### src/rtl/adder_share_pkg.sv
// Shared definitions for the adder-sharing arbiter.
//   state_t  : arbiter FSM states (IDLE, SETTLE, RESP)
//   ST_W     : state encoding width
//   DEF_WIDTH: default operand/sum width
//   MAX_REQ  : largest requester count rr_pick supports
//   rr_pick  : round-robin pick of the first valid index at or after ptr
package adder_share_pkg;

  localparam int unsigned ST_W      = 2;
  localparam int unsigned DEF_WIDTH = 64;
  localparam int unsigned MAX_REQ   = 8;

  typedef enum logic [ST_W-1:0] {
    IDLE   = 2'd0,
    SETTLE = 2'd1,
    RESP   = 2'd2
  } state_t;

  // Returns the first index with valid set, scanning from ptr and wrapping
  // modulo n. Returns 0 when nothing is valid (the caller gates on |valid).
  function automatic logic [2:0] rr_pick(input logic [MAX_REQ-1:0] valid,
                                         input logic [2:0]         ptr,
                                         input int unsigned        n);
    logic [2:0] pick;
    logic [2:0] idx;
    logic       found;
    pick  = '0;
    found = 1'b0;
    for (int unsigned k = 0; k < MAX_REQ; k++) begin
      if (k < n && !found) begin
        idx = 3'((32'(ptr) + k) % n);
        if (valid[idx]) begin
          pick  = idx;
          found = 1'b1;
        end
      end
    end
    return pick;
  endfunction

endpackage

### src/rtl/rr_picker.sv
// Combinational round-robin picker.
//   i_valid : per-requester valid bits
//   i_ptr   : current priority pointer (index served first)
//   o_grant : one-hot grant (zero when nothing is valid)
//   o_idx   : index of the granted requester
//   o_any   : at least one requester valid
module rr_picker
  import adder_share_pkg::*;
#(
  parameter int unsigned NUM_REQ = 4,
  parameter int unsigned IDX_W   = 2
) (
  input  logic [NUM_REQ-1:0] i_valid,
  input  logic [IDX_W-1:0]   i_ptr,
  output logic [NUM_REQ-1:0] o_grant,
  output logic [IDX_W-1:0]   o_idx,
  output logic               o_any
);

  logic [MAX_REQ-1:0] w_valid8;
  logic [2:0]         w_idx3;

  always_comb begin
    w_valid8                = '0;
    w_valid8[NUM_REQ-1:0]   = i_valid;
  end

  assign w_idx3  = rr_pick(w_valid8, 3'(i_ptr), NUM_REQ);
  assign o_idx   = IDX_W'(w_idx3);
  assign o_any   = |i_valid;
  assign o_grant = o_any ? (NUM_REQ'(1) << w_idx3) : '0;

endmodule

### src/rtl/adder_share_arbiter.sv
// Time-shares one external combinational adder between NUM_REQ requesters.
// A round-robin winner's operands are registered onto the adder, held for
// SETTLE_CYCLES, then sum/carry are captured and returned tagged with the
// requester id on a valid/ready response channel.
// Ports:
//   clk, rst_n                 : clock, async active-low reset
//   req_valid/req_ready        : per-requester request handshake
//   req_a/req_b/req_cin        : packed per-requester operands
//   add_a/add_b/add_cin        : registered operands to the shared adder
//   add_sum/add_cout           : adder result
//   rsp_valid/rsp_ready        : response handshake
//   rsp_id/rsp_sum/rsp_cout    : served requester and captured result
//   rsp_err                    : adder self-check mismatch
//   busy                       : FSM not in IDLE
// Optional feature macro: ADDER_SELFCHECK_EN (compare the adder against a
// behavioural sum at capture; rsp_err is tied low when undefined).
module adder_share_arbiter
  import adder_share_pkg::*;
#(
  parameter int unsigned NUM_REQ       = 4,
  parameter int unsigned WIDTH         = DEF_WIDTH,
  parameter int unsigned SETTLE_CYCLES = 3,
  parameter int unsigned ID_W          = 2
) (
  input  logic                     clk,
  input  logic                     rst_n,
  input  logic [NUM_REQ-1:0]       req_valid,
  output logic [NUM_REQ-1:0]       req_ready,
  input  logic [NUM_REQ*WIDTH-1:0] req_a,
  input  logic [NUM_REQ*WIDTH-1:0] req_b,
  input  logic [NUM_REQ-1:0]       req_cin,
  output logic [WIDTH-1:0]         add_a,
  output logic [WIDTH-1:0]         add_b,
  output logic                     add_cin,
  input  logic [WIDTH-1:0]         add_sum,
  input  logic                     add_cout,
  output logic                     rsp_valid,
  input  logic                     rsp_ready,
  output logic [ID_W-1:0]          rsp_id,
  output logic [WIDTH-1:0]         rsp_sum,
  output logic                     rsp_cout,
  output logic                     rsp_err,
  output logic                     busy
);

  state_t             r_state;
  logic [3:0]         r_cnt;
  logic [ID_W-1:0]    r_ptr;
  logic [ID_W-1:0]    r_id;
  logic [WIDTH-1:0]   r_add_a;
  logic [WIDTH-1:0]   r_add_b;
  logic               r_add_cin;
  logic               r_valid;
  logic [WIDTH-1:0]   r_sum;
  logic               r_cout;
  logic               r_err;

  logic [NUM_REQ-1:0] w_grant;
  logic [ID_W-1:0]    w_idx;
  logic               w_any;
  logic [WIDTH-1:0]   w_a;
  logic [WIDTH-1:0]   w_b;
  logic               w_cin;
  logic               w_err;
  logic [ID_W-1:0]    w_ptr_next;

  rr_picker #(
    .NUM_REQ (NUM_REQ),
    .IDX_W   (ID_W)
  ) u_picker (
    .i_valid (req_valid),
    .i_ptr   (r_ptr),
    .o_grant (w_grant),
    .o_idx   (w_idx),
    .o_any   (w_any)
  );

  // One-hot operand mux driven by the picker's grant.
  always_comb begin
    w_a   = '0;
    w_b   = '0;
    w_cin = 1'b0;
    for (int unsigned i = 0; i < NUM_REQ; i++) begin
      if (w_grant[i]) begin
        w_a   = req_a[i*WIDTH +: WIDTH];
        w_b   = req_b[i*WIDTH +: WIDTH];
        w_cin = req_cin[i];
      end
    end
  end

  assign w_ptr_next = (w_idx == ID_W'(NUM_REQ - 1)) ? '0 : w_idx + 1'b1;

`ifdef ADDER_SELFCHECK_EN
  logic [WIDTH:0] w_ref;
  assign w_ref = {1'b0, r_add_a} + {1'b0, r_add_b} + {{WIDTH{1'b0}}, r_add_cin};
  assign w_err = (w_ref != {add_cout, add_sum});

  always_ff @(posedge clk) begin
    if (rst_n && r_state == SETTLE && r_cnt == '0) begin
      assert (!w_err)
        else $error("adder self-check mismatch: got %h, ref %h", {add_cout, add_sum}, w_ref);
    end
  end
`else
  assign w_err = 1'b0;
`endif

  always_ff @(posedge clk or negedge rst_n) begin
    if (!rst_n) begin
      r_state   <= IDLE;
      r_cnt     <= '0;
      r_ptr     <= '0;
      r_id      <= '0;
      r_add_a   <= '0;
      r_add_b   <= '0;
      r_add_cin <= 1'b0;
      r_valid   <= 1'b0;
      r_sum     <= '0;
      r_cout    <= 1'b0;
      r_err     <= 1'b0;
    end else begin
      case (r_state)
        IDLE: begin
          if (w_any) begin
            r_add_a   <= w_a;
            r_add_b   <= w_b;
            r_add_cin <= w_cin;
            r_id      <= w_idx;
            r_cnt     <= 4'(SETTLE_CYCLES - 1);
            r_ptr     <= w_ptr_next;
            r_state   <= SETTLE;
          end
        end
        SETTLE: begin
          if (r_cnt == '0) begin
            r_sum   <= add_sum;
            r_cout  <= add_cout;
            r_err   <= w_err;
            r_valid <= 1'b1;
            r_state <= RESP;
          end else begin
            r_cnt <= r_cnt - 1'b1;
          end
        end
        RESP: begin
          if (rsp_ready) begin
            r_valid <= 1'b0;
            r_state <= IDLE;
          end
        end
        default: r_state <= IDLE;
      endcase
    end
  end

  assign req_ready = (r_state == IDLE) ? w_grant : '0;
  assign add_a     = r_add_a;
  assign add_b     = r_add_b;
  assign add_cin   = r_add_cin;
  assign rsp_valid = r_valid;
  assign rsp_id    = r_id;
  assign rsp_sum   = r_sum;
  assign rsp_cout  = r_cout;
  assign rsp_err   = r_err;
  assign busy      = (r_state != IDLE);

endmodule

### config.mk
export PLATFORM = sky130hd
export DESIGN_NAME = adder_share_arbiter
export DESIGN_NICKNAME = d
export VERILOG_FILES = /design/src/rtl/adder_share_pkg.sv /design/src/rtl/rr_picker.sv /design/src/rtl/adder_share_arbiter.sv
export SDC_FILE = /design/constraint.sdc
export NUM_CORES = 1
export LEC_CHECK = 0
export ABC_AREA = 1
export CAP_MARGIN = 20
export CORE_AREA = 2 2 312 314
export CTS_CLUSTER_DIAMETER = 200
export DETAILED_ROUTE_END_ITERATION = 12
export DIE_AREA = 0 0 314 316
export PLACE_DENSITY_LB_ADDON = 0.15
export SYNTH_ARGS = -nofsm -noshare
export SYNTH_HDL_FRONTEND = slang
export SYNTH_SLANG_ARGS = --single-unit
export TNS_END_PERCENT = 50
### constraint.sdc
create_clock -name clk -period 2.55 [get_ports clk]
set_input_delay 0.255 -clock clk [delete_from_list [all_inputs] [get_ports clk]]
set_output_delay 0.255 -clock clk [all_outputs]
set_load 0.01 [all_outputs]
== Yosys cells after proc, flatten, opt, wreduce, memory -nomap -nowiden ==
Cells that the tools add are included.

* Bits in registers: 205
* Input port bits: 588
* Output and inout port bits: 203

* Add/subtract/negate cells: 5
* Magnitude comparators: 4
* Eq/ne operators: 7
* Shifts and indexed selects: 1
* Mux-type cells: 45
* Reduce and logical (&&, ||, !) cells: 11

{| class="wikitable"
|+ Operators by type and width
! kind !! count
|-
| $mux W64 || 8
|-
| $mux W3 || 6
|-
| $lt A2 B4 Y1 const B || 4
|-
| $mux W4 || 4
|-
| $mux W1 || 15
|-
| $mux W2 || 5
|-
| $reduce_and A3 Y1 || 3
|-
| $bmux W1 S2 || 4
|-
| $pmux W4 S2 || 1
|-
| $ne A2 B2 Y1 const B || 3
|-
| $pmux W2 S3 || 1
|-
| $reduce_bool A2 Y1 || 3
|-
| $add A2 B1 Y2 const B || 2
|-
| $add A2 B2 Y2 const B || 2
|-
| $eq A2 B2 Y1 const B || 2
|-
| $logic_not A4 Y1 || 1
|-
| $reduce_and A2 Y1 || 2
|-
| $reduce_or A4 Y1 || 1
|-
| $shl A1 B3 Y4 const A || 1
|-
| $sub A4 B1 Y4 const B || 1
|-
| $eq A2 B1 Y1 const B || 1
|-
| $logic_not A2 Y1 || 1
|-
| $ne A2 B1 Y1 const B || 1
|-
| $pmux W1 S2 || 1
|}

== Logic depth before layout (Yosys ltp) ==
Gate-level depths: netlist of the first run.

* Depth in word-level cells: 15
* Gate-level depth with buffers: 19
* Gate-level depth less buffers: 16

== By module ==
A second synthesis of the first run with hierarchy kept.

* Cells, all modules: 2077
* Area total of the unflattened synthesis: 12842.3 sq um

{| class="wikitable"
|+ By module, submodules not included
! module !! instances !! cells each !! area each (sq um)
|-
| adder_share_arbiter || 1 || 2019 || 12550.8
|-
| rr_picker || 1 || 58 || 291.5
|}

== Worst setup path after synthesis of the first run ==
Ideal clock, no wire load.

* Path type: register to register
* Start: register r_ptr[0]
* End: register r_add_b[36] (netlist: add_b[36])
* Library setup time: 0.126 ns
* Arrival time: 2.174 ns
* Required time: 2.424 ns
* Setup slack: 0.250 ns
* Cell stages (with the launch flop): 19
* Cells stage by stage: dfrtp_1 > buf_2 > inv_1 > nand2_1 > nand3_1 > nand2_1 > nor2_1 > nand3b_1 > nand2_1 > inv_1 > ha_1 > inv_1 > nor2_1 > nand2_1 > buf_2 > buf_2 > nor2_1 > o21ai_0 > a21oi_1

* Word-level cells in the longest chain between the ends: 15
* Elaborated cells on any way between the ends: 29

{| class="wikitable"
|+ Ends and longest elaborated chain
! what !! line !! source
|-
| start: declaration || adder_share_arbiter.sv:48 || <nowiki>logic [ID_W-1:0] r_ptr;</nowiki>
|-
| start signal: assignment || adder_share_arbiter.sv:131 || <nowiki>r_ptr <= w_ptr_next;</nowiki>
|-
| $add A2 B1 Y2 or $bmux W1 S2 (tied branches) || adder_share_pkg.sv:31, adder_share_pkg.sv:32 ||
|-
| $bmux W1 S2 or $mux W1 (tied branches) || adder_share_pkg.sv:32 || <nowiki>if (valid[idx]) begin</nowiki>
|-
| $mux W1 (not written as such) or $mux W2 (tied branches) || adder_share_pkg.sv:32 ||
|-
| $mux W3 || adder_share_pkg.sv:32 ||
|-
| $mux W3 || adder_share_pkg.sv:30 || <nowiki>if (k < n && !found) begin</nowiki>
|-
| $mux W3 || adder_share_pkg.sv:32 ||
|-
| $mux W3 || adder_share_pkg.sv:30 ||
|-
| $mux W3 || adder_share_pkg.sv:32 ||
|-
| $mux W3 * || adder_share_pkg.sv:30 ||
|-
| via u_picker.o_idx[1] || rr_picker.sv:16 || <nowiki>output logic [IDX_W-1:0] o_idx,</nowiki>
|-
| $shl A1 B3 Y4 * || rr_picker.sv:31 || <nowiki>assign o_grant = o_any ? (NUM_REQ'(1) << w_idx3) : '0;</nowiki>
|-
| $mux W4 * || rr_picker.sv:31 ||
|-
| $mux W64 (3 in a row) || adder_share_arbiter.sv:84 || <nowiki>if (w_grant[i]) begin</nowiki>
|-
| $mux W64 * || adder_share_arbiter.sv:84 ||
|-
| end signal: assignment || adder_share_arbiter.sv:127 || <nowiki>r_add_b <= w_b;</nowiki>
|-
| end: declaration || adder_share_arbiter.sv:51 || <nowiki>logic [WIDTH-1:0] r_add_b;</nowiki>
|}

The timed path passes the listed nets; every way through them passes the cells marked *. The select of a mux whose other input is x is not followed.
A chain may end at the register's enable or synchronous reset.

== Worst setup path in the final report of the first run ==
* Start: register r_ptr[0]
* End: output req_ready[1]

* Word-level cells in the longest chain between the ends: 12
* Elaborated cells on any way between the ends: 26

{| class="wikitable"
|+ Ends and longest elaborated chain
! what !! line !! source
|-
| $add A2 B1 Y2 or $bmux W1 S2 (tied branches) || adder_share_pkg.sv:31, adder_share_pkg.sv:32 ||
|-
| $bmux W1 S2 or $mux W1 (tied branches) || adder_share_pkg.sv:32 ||
|-
| $mux W1 (not written as such) or $mux W2 (tied branches) || adder_share_pkg.sv:32 ||
|-
| $mux W3 || adder_share_pkg.sv:32 ||
|-
| $mux W3 || adder_share_pkg.sv:30 ||
|-
| $mux W3 || adder_share_pkg.sv:32 ||
|-
| $mux W3 || adder_share_pkg.sv:30 ||
|-
| $mux W3 || adder_share_pkg.sv:32 ||
|-
| $mux W3 * || adder_share_pkg.sv:30 ||
|-
| via u_picker.o_idx[0] || rr_picker.sv:16 ||
|-
| $shl A1 B3 Y4 * || rr_picker.sv:31 ||
|-
| $mux W4 * || rr_picker.sv:31 ||
|-
| $mux W4 * || adder_share_arbiter.sv:157 || <nowiki>assign req_ready = (r_state == IDLE) ? w_grant : '0;</nowiki>
|-
| end: declaration || adder_share_arbiter.sv:28 || <nowiki>output logic [NUM_REQ-1:0] req_ready,</nowiki>
|}

Marked as above.

==> impl.org, run 1 <==
** Clock tree
- CTS placed an instance of clkbuf_16 at the clock tree root.
- Buffers inserted during clock tree synthesis total 30.
- Clock-pin slew was measured on the worst setup and hold paths at 0.06 ns.
- At the later pin of the worst-skew pair, clock insertion delay measures 0.60 ns.
- TritonCTS built the clock tree.
- Depth of the CTS H-tree :: 1
- In this run the deepest clock path goes through 3 buffers.
- Number of sinks handled by clock tree synthesis :: 205

** Logic synthesis
- Most used flip-flop cell after synthesis :: dfrtp_1
- After synthesis, the largest family of logic cells by area is simple AND/OR/NAND/NOR gates.
- Warning count from the yosys run :: 0
- After Yosys synthesis, full adders, half adders and majority gates account for 0.501% of the synthesized area.
- The cell area that synthesis handed to floorplanning was 12,500 sq um.
- By area the synthesized netlist is led by dfrtp_1 41%, nor2_1 16%, inv_1 12%, o22ai_1 6.5%, mux2_2 5.9%.
- Area fraction in and, or, nand and nor cells after synthesis :: 18.1%
- Async set or reset register ratio after synthesis :: 100%
- Register bit count reported by yosys :: 205
- Number of synthesized flops with an enable pin :: 0
- Number of unique standard cell types used by synthesis :: 27
- Proportion of synthesized area in mux cells :: 5.87%
- After Yosys synthesis, XOR and XNOR cells account for 0.140% of the synthesized area.
- The cell count after synthesis came out at 1,773.
- Counting every net in the synthesized netlist gives 2,366.
- dfrtp_1 takes more of the synthesized area than any other cell.
- Synth top area share :: 41.1%
- Compound-Gate Fraction of Synth Area :: 17.1%
- For this run, the register share of the synthesized area comes to 41.1%.
- Dividing the synthesized area by the synthesized cell count gives 7.04 sq um.

** Routing
- Drt pass-1 iters :: 5
- For this block, the initial DRC count from the detailed router was 658.
- After detailed routing, the number of remaining DRC violations is 0.
- The routed design has 72,000 um of wire.
- Using the TritonRoute via totals, the vias-per-cell ratio works out to 3.82.
- Number of vias after detailed routing :: 15,000
- Post-DR wirelength/cell :: 18.4 um
- The detail route stage leaves a number of antenna-violating nets equal to 0.

** STA
- Worst hold slack across all endpoints :: 0.185 ns
- Least setup slack across all paths after layout :: -0.0575 ns
- Crit share post-route :: 102%
- RSZ-0062 raised after global routing :: true
- Worst max-slew margin expressed relative to the limit :: 62.5%
- Static timing analysis puts the maximum clock frequency at 0.384 GHz.
- Setup violations remaining at the end of the flow were counted as 18.
- Final Hold Violating Endpoints :: 0
- At the pin with the least slew margin, the transition time is 0.563 ns.
- The routed design could run at a clock period as short as 2.61 ns.
- Clock skew :: 0.0107 ns
- The final number of max-transition violations came to 0.

** Power
- Overall power consumption after layout is estimated at 34.0 mW.
- Power per unit of standard cell area :: 1400 nW/um^2
- IR analysis of the VDD net gives a maximum drop of 0.000737 V.
- In this run the static leakage power is 11.2 nW.

** Status
- Violated checks :: setup timing
- Run status :: finished with violations

** Floorplanning
- Ports placed on the boundary :: 791
- The initial utilization of the core area, before any placement, comes to 13.0%.
- Die Span Y :: 316 um
- X dimension of the die :: 314 um
- Count of standard-cell rows :: 114
- DIE AREA :: 99,200 sq um
- The core region is 96,000 sq um.

** Critical path
- Reg2reg setup slack :: -0.04 ns
- The worst setup path is launched from a register.
- Setup crit end kind :: output pin
- CP arrival :: 2.35 ns
- In this run the worst path has a maximum fanout of 6.
- Critical path class :: reg2out
- Required time of the critical path :: 2.30 ns

** Placed design
- HPWL Detailed :: 55,000 um
- Number of buffers added on ports :: 789
- DP Cell Count :: 3,831
- Post-place instance area :: 22,500 sq um
- Final estimated routing congestion in global placement :: 0.851

** Layout
- Final Net Count :: 3,204
- Excluding fillers, the count of instances in the completed layout stands at 3,915.
- Share of cells above drive strength 1 :: 11.8%
- The area growth from synthesis to layout is 94.3%.
- Most frequent cells in the layout :: 784 x clkdlybuf4s50_1, 509 x nor2_1, 395 x inv_1
- Leading cell type in the layout, fill and taps excluded :: clkdlybuf4s50_1
- Design Area, Final :: 24,200 sq um

** Run
- # Max-Cap Violations :: 0

** Global route
- Overflow left after global routing :: 0
- Number of global-route vias before repair :: 16,200
- GRT Overall Usage :: 13.6%
- Initial antenna violation count :: 15
- The first global-routing pass estimated 103,000 um of wire.
- Entering global routing, the biggest net connects 60 pins.

** Worst hold path
- Worst min path class :: in2async
per-stage QoR:
stage          worst slack, ns  setup TNS, ns  util [%]
2_1_floorplan            0.250              0         -
3_3_place_gp            -0.595         -59.35      23.5
3_5_place_dp            -0.540         -51.98      23.5
4_1_cts                 -0.132         -0.674      25.0
5_1_grt                 -0.229         -11.66      25.3
6_report               -0.0575         -0.352      25.3
sequential cells by signal, summed over array words and instances, names as in the netlist:
name	count
r_ptr	2
r_cnt	4
rsp_id	2
add_b	64
r_state	2
add_cin	1
rsp_valid	1
rsp_cout	1
add_a	64
rsp_sum	64
worst paths after layout:
kind | from | to | cells after the start
setup reg to reg | r_ptr[0] | add_a[32] | 19
hold / removal | rst_n | add_a[46] | 2
max in group asynchronous | rst_n | r_ptr[1] | 3
setup / recovery | r_ptr[0] | req_ready[1] | 13
hold reg to reg | rsp_id[0] | rsp_id[0] | 2
min in group clk | req_b[218] | add_b[26] | 3
cell usage after synthesis, types with 2 or more instances:
master and n:
a21oi_1 130, nand3b_1 2, buf_4 3, mux2_2 65
nor2_1 527, o21ai_0 133, nand3_1 9, clkbuf_1 29
dfrtp_1 205, nand2_2 3, nand2_1 42, o22ai_1 129
buf_2 59, inv_2 5, inv_1 401, ha_1 5
buf_6 16
repair_timing:
action / 4_1_cts / 5_1_grt
endpoints found under the hold margin: 42 / 0
gates resized for setup: 108 / 93
hold buffers: 1 / 0
endpoints found under the setup margin: 133 / 133
buffers inserted: 12 / 5
pin swaps: 21 / 38
cloned: 5 / 3
logic make-up (layout without fill, tap and decap cells):
| family | after synthesis | in the layout |
|---|---|---|
| buf+inv | 514 | 1375 |
| flops | 205 | 205 |
| compound gates | 394 | 394 |
| mux | 65 | 65 |
| xor+xnor | 2 | 2 |
| fa+ha+maj | 5 | 5 |
| other cells | 1 | 6 |
| simple gates | 587 | 587 |
per-layer routing:
layer	track usage (%)	wire (um)	vias up
met3	4.32	5710	77
met2	25.3	37300	535
met1	15.0	27500	7178
li1	-	-	7166
met4	2.82	1390	16
met5	0	109	-
worst max-delay path: stages (launching register included):
cell and delay (ns):
dfrtp_2 0.47, buf_6 0.14, nand2_2 0.07, nand3_2 0.09, nand2_2 0.11, inv_1 0.06
nand2_1 0.06, nand2_1 0.07, nand2_2 0.11, buf_4 0.13, ha_4 0.14, nand2_4 0.07
nor2_2 0.11, buf_2 0.14
cell type report:
type                    count  area [sq um]
fillers                 10600         71700
repair buffers            914          9470
multi-input cells        1054          5470
flip-flops and latches    205          5130
well taps                1276          1600
inverters                 406          1540
clock buffers              41           842
clock inverters            14           185
diodes                      5          12.5
where the power goes:
part	switching [mW]	internal [mW]
clock	1.79	2.62
sequential	0.997	5.09
combinational	12.2	11.3
total	15.0	19.0
(Power assumes the default switching activity.)
==> inputs of run 2 (changes only) <==
--- a/config.mk
+++ b/config.mk
@@ -8,10 +8,11 @@
 export ABC_AREA = 1
 export CAP_MARGIN = 20
 export CORE_AREA = 2 2 312 314
-export CTS_CLUSTER_DIAMETER = 200
 export DETAILED_ROUTE_END_ITERATION = 12
 export DIE_AREA = 0 0 314 316
 export PLACE_DENSITY_LB_ADDON = 0.15
+export SETUP_SLACK_MARGIN = 0.1
+export SLEW_MARGIN = 15
 export SYNTH_ARGS = -nofsm -noshare
 export SYNTH_HDL_FRONTEND = slang
 export SYNTH_SLANG_ARGS = --single-unit
==> run 2 against run 1 <==
Net effect: the run still ends with setup timing left; global-route usage increased by 0.13 points; combinational power increased by 9.4%; cell area increased by 2.4%; clock skew decreased by 0.0016 ns; clock power about the same; core utilization increased by 0.60 points; critical endpoint unchanged; fmax decreased by 0.44%; worst hold slack improved by 0.0031 ns.
==> impl.org, run 2 (synthesis gave the netlist of run 1 again) <==
** Status
- The flow ran to the end, but the final reports show violations.
- The final reports fail on setup timing.

** Critical path
- CP max stage delay :: 0.47 ns (about the same)
- The critical path goes through buf_6 -> nand2_2 -> nand3_2 -> nand2_2 -> inv_1 -> nand2_1 -> nand2_1 -> nand2_2 -> buf_4 -> ha_4 -> nand2_4 -> nor2_2 -> buf_2.
- Broken down by cell family, the worst path's largest delay share belongs to simple AND/OR/NAND/NOR gates.
- The data arrival time at the worst-slack endpoint was 2.36 ns (about the same).
- Required time of the critical path :: 2.30 ns (about the same)
- The worst setup path is captured at an output pin.
- Slowest-stage cell, CP :: dfrtp_2
- Largest fanout of any net on the critical path :: 6 (unchanged)
- Among the stages of the critical path, the cell type that occurs most often is nand2_2.
- CP bufs+invs :: 4 (unchanged)
- By startpoint and endpoint, the worst setup path is classified as reg2out.
- Nature of the critical path startpoint :: register

** STA
- The smallest setup slack after layout was -0.0690 ns (-0.0115 ns).
- The final period demand of the worst path is 2.62 ns (+0.0115 ns).
- Setup repair after global routing could not meet its margin everywhere.
- Clock skew :: 0.00913 ns (-0.00156 ns)
- The count of endpoints failing setup in the final report is 20 (+2).
- Pin slew with the least headroom to its limit :: 0.556 ns (-0.00749 ns)
- The maximum clock frequency is 0.382 GHz (-0.44%).
- The sum of negative setup slack is -0.530 ns (-0.178 ns).
- The final number of max-transition violations is 0 (unchanged).
- The portion of the clock cycle consumed by the worst path in the final layout came to 103% (+0.45 points).
- Final Hold Violating Endpoints :: 0 (unchanged)
- Worst max-slew margin expressed relative to the limit :: 62.9% (+0.50 points)

** Clock tree
- The maximum root-to-sink buffer count came to 3 (unchanged).
- The TritonCTS sink count was 205 (unchanged).
- The tree is rooted in a clkbuf_16.
- Number of buffers created by CTS :: 30 (unchanged)
- Latest clock arrival within the worst-skew pair :: 0.60 ns (about the same)
- The count of H-tree levels built during CTS is 1 (unchanged).
- CTS clock-pin slew for the worst setup and hold paths :: 0.06 ns (about the same)
- TritonCTS built the clock tree.

** Layout
- The final core area utilization was 25.9% (+0.60 points).
- Most frequent cells in the layout :: 784 x clkdlybuf4s50_1, 478 x nor2_1, 395 x inv_1
- Final Net Count :: 3,224 (+0.62%)
- Non-Filler Instances :: 3,936 (+0.54%)
- Share of cells above drive strength 1 :: 14.0% (+2.2 points)
- Leaving out fill and tap cells, the most frequent cell in the layout is clkdlybuf4s50_1.
- The area growth from synthesis to layout is 99.0%.

** Placed design
- The estimated wirelength of the detail-placed design was 55,000 um (unchanged).
- The placed instance count came to 3,831 (unchanged).
- Worst-case setup slack after placement :: -0.540 ns (unchanged)
- The placer congestion estimate came to 0.851 (unchanged).
- Number of buffers added on ports :: 789 (unchanged)

** Routing
- Remaining DRCs :: 0 (unchanged)
- Antenna Violating Nets Remaining :: 0 (unchanged)
- Vias per cell :: 3.85 (+0.64%)
- The number of vias in the routed layout was 15,100 (+1.2%).
- The average routed wire per standard cell is 18.8 um (+2.0%).
- Drt pass-1 iters :: 5 (unchanged)
- Final wirelength :: 73,900 um (+2.6%)
- The number of DRC violations after detailed-routing iteration 0 was 674 (+2.4%).

** Floorplanning
- The die outline height was 316 um (unchanged).
- DIE AREA :: 99,200 sq um (unchanged)
- Initial Utilization :: 13.0% (unchanged)
- The number of core rows came to 114 (unchanged).
- The area of the placeable core came to 96,000 sq um (unchanged).
- The floorplan die width is 314 um (unchanged).
- Ports placed on the boundary :: 791 (unchanged)

** Global route
- The global-route wire length before repair was 103,000 um (+0.68%).
- The via count of the first global-routing pass was 16,300 (+0.60%).
- The number of antenna violations at the first check in global routing was 15 (unchanged).
- GRT Overall Usage :: 13.7% (+0.13 points)
- Overflow left after global routing :: 0 (unchanged)
- The largest net degree at the start of global routing is 60 (unchanged).

** Power
- Final Power :: 36.2 mW (+6.6%)
- Cell leakage power :: 11.4 nW (+1.9%)
- Maximum resistive drop on vdd :: 0.000689 V (-6.5%)
- The cell area power density came to 1460 nW/um^2 (+4.1%).

** Worst hold path
- The tightest min-delay check is of the in2async type.

** Run
- # Max-Cap Violations :: 0 (unchanged)
[run 2: cell types whose count changed in the layout (fill, tap and decap cells not counted), moves of 5 or more]
cell / delta
buf_4: +6
clkbuf_16: +5
o21ai_0: -5
nor2_1: -31
nor2_4: +14
o21ai_2: +7
nor2_2: +17
[run 2: per-stage QoR]
stage,instance area [sq um],hold WS (ns)
detailed placement,22500,0.248
floorplan,12500,-0.0406
global route,24800,0.211
finish,24800,0.188
CTS,24100,0.171
global placement,22500,0.245
[run 2: where the power goes]
part	internal, mW	leakage [nW]	total [mW]	switching, mW
registers	5.08	2.37	6.09	1.01
logic	12.6	8.55	25.7	13.1
clock network	2.62	0.495	4.43	1.81
[run 2: timing repair]
| action | in CTS | in global routing |
|---|---|---|
| resized for setup | 126 | 148 |
| buffers inserted | 17 | 12 |
| hold endpoints to repair | 42 | 0 |
| cloned | 7 | 8 |
| pin swaps | 23 | 55 |
| endpoints found under the setup margin | 133 | 133 |
| hold buffers | 1 | 0 |
[run 2: final cells by class]
| cell class | count | area, sq um |
|---|---|---|
| Sequential cell | 205 | 5130 |
| Timing Repair Buffer | 934 | 9860 |
| Clock inverter | 14 | 185 |
| Clock buffer | 41 | 842 |
| Tap cell | 1276 | 1600 |
| Inverter | 406 | 1550 |
| Fill cell | 10500 | 71200 |
| Antenna cell | 6 | 15.0 |
| Multi-Input combinational cell | 1054 | 5650 |
[run 2: routing by layer]
metal	GRT usage [%]	vias up	part of all wire, %
met5	0	-	0.13
met4	3.04	14	2.0
met3	4.30	80	7.6
met2	25.6	538	52
met1	15.1	7315	39
li1	-	7202	-
[run 2: worst register-to-register path: cells and delay by family, from the launching register on]
kind                       cells  cell delay [ns]
AOI/OAI and AO/OA              2             0.21
adders and majority gates      1             0.17
buffers and inverters          8             1.02
DFF                            1             0.47
and+or+nand+nor                7             0.60
[run 2: worst paths after layout]
| kind | to | startpoint | slack [ns] | depth (start not counted) |
|---|---|---|---|---|
| min in group clk | add_b[26] | req_b[218] | 0.26 | 3 |
| setup / recovery | req_ready[1] | r_ptr[0] | -0.07 | 13 |
| hold reg to reg | rsp_id[0] | rsp_id[0] | 0.49 | 2 |
| max in group asynchronous | r_ptr[0] | rst_n | 1.62 | 3 |
| setup reg to reg | add_a[55] | r_ptr[0] | -0.04 | 18 |
| hold / removal | add_a[45] | rst_n | 0.19 | 2 |
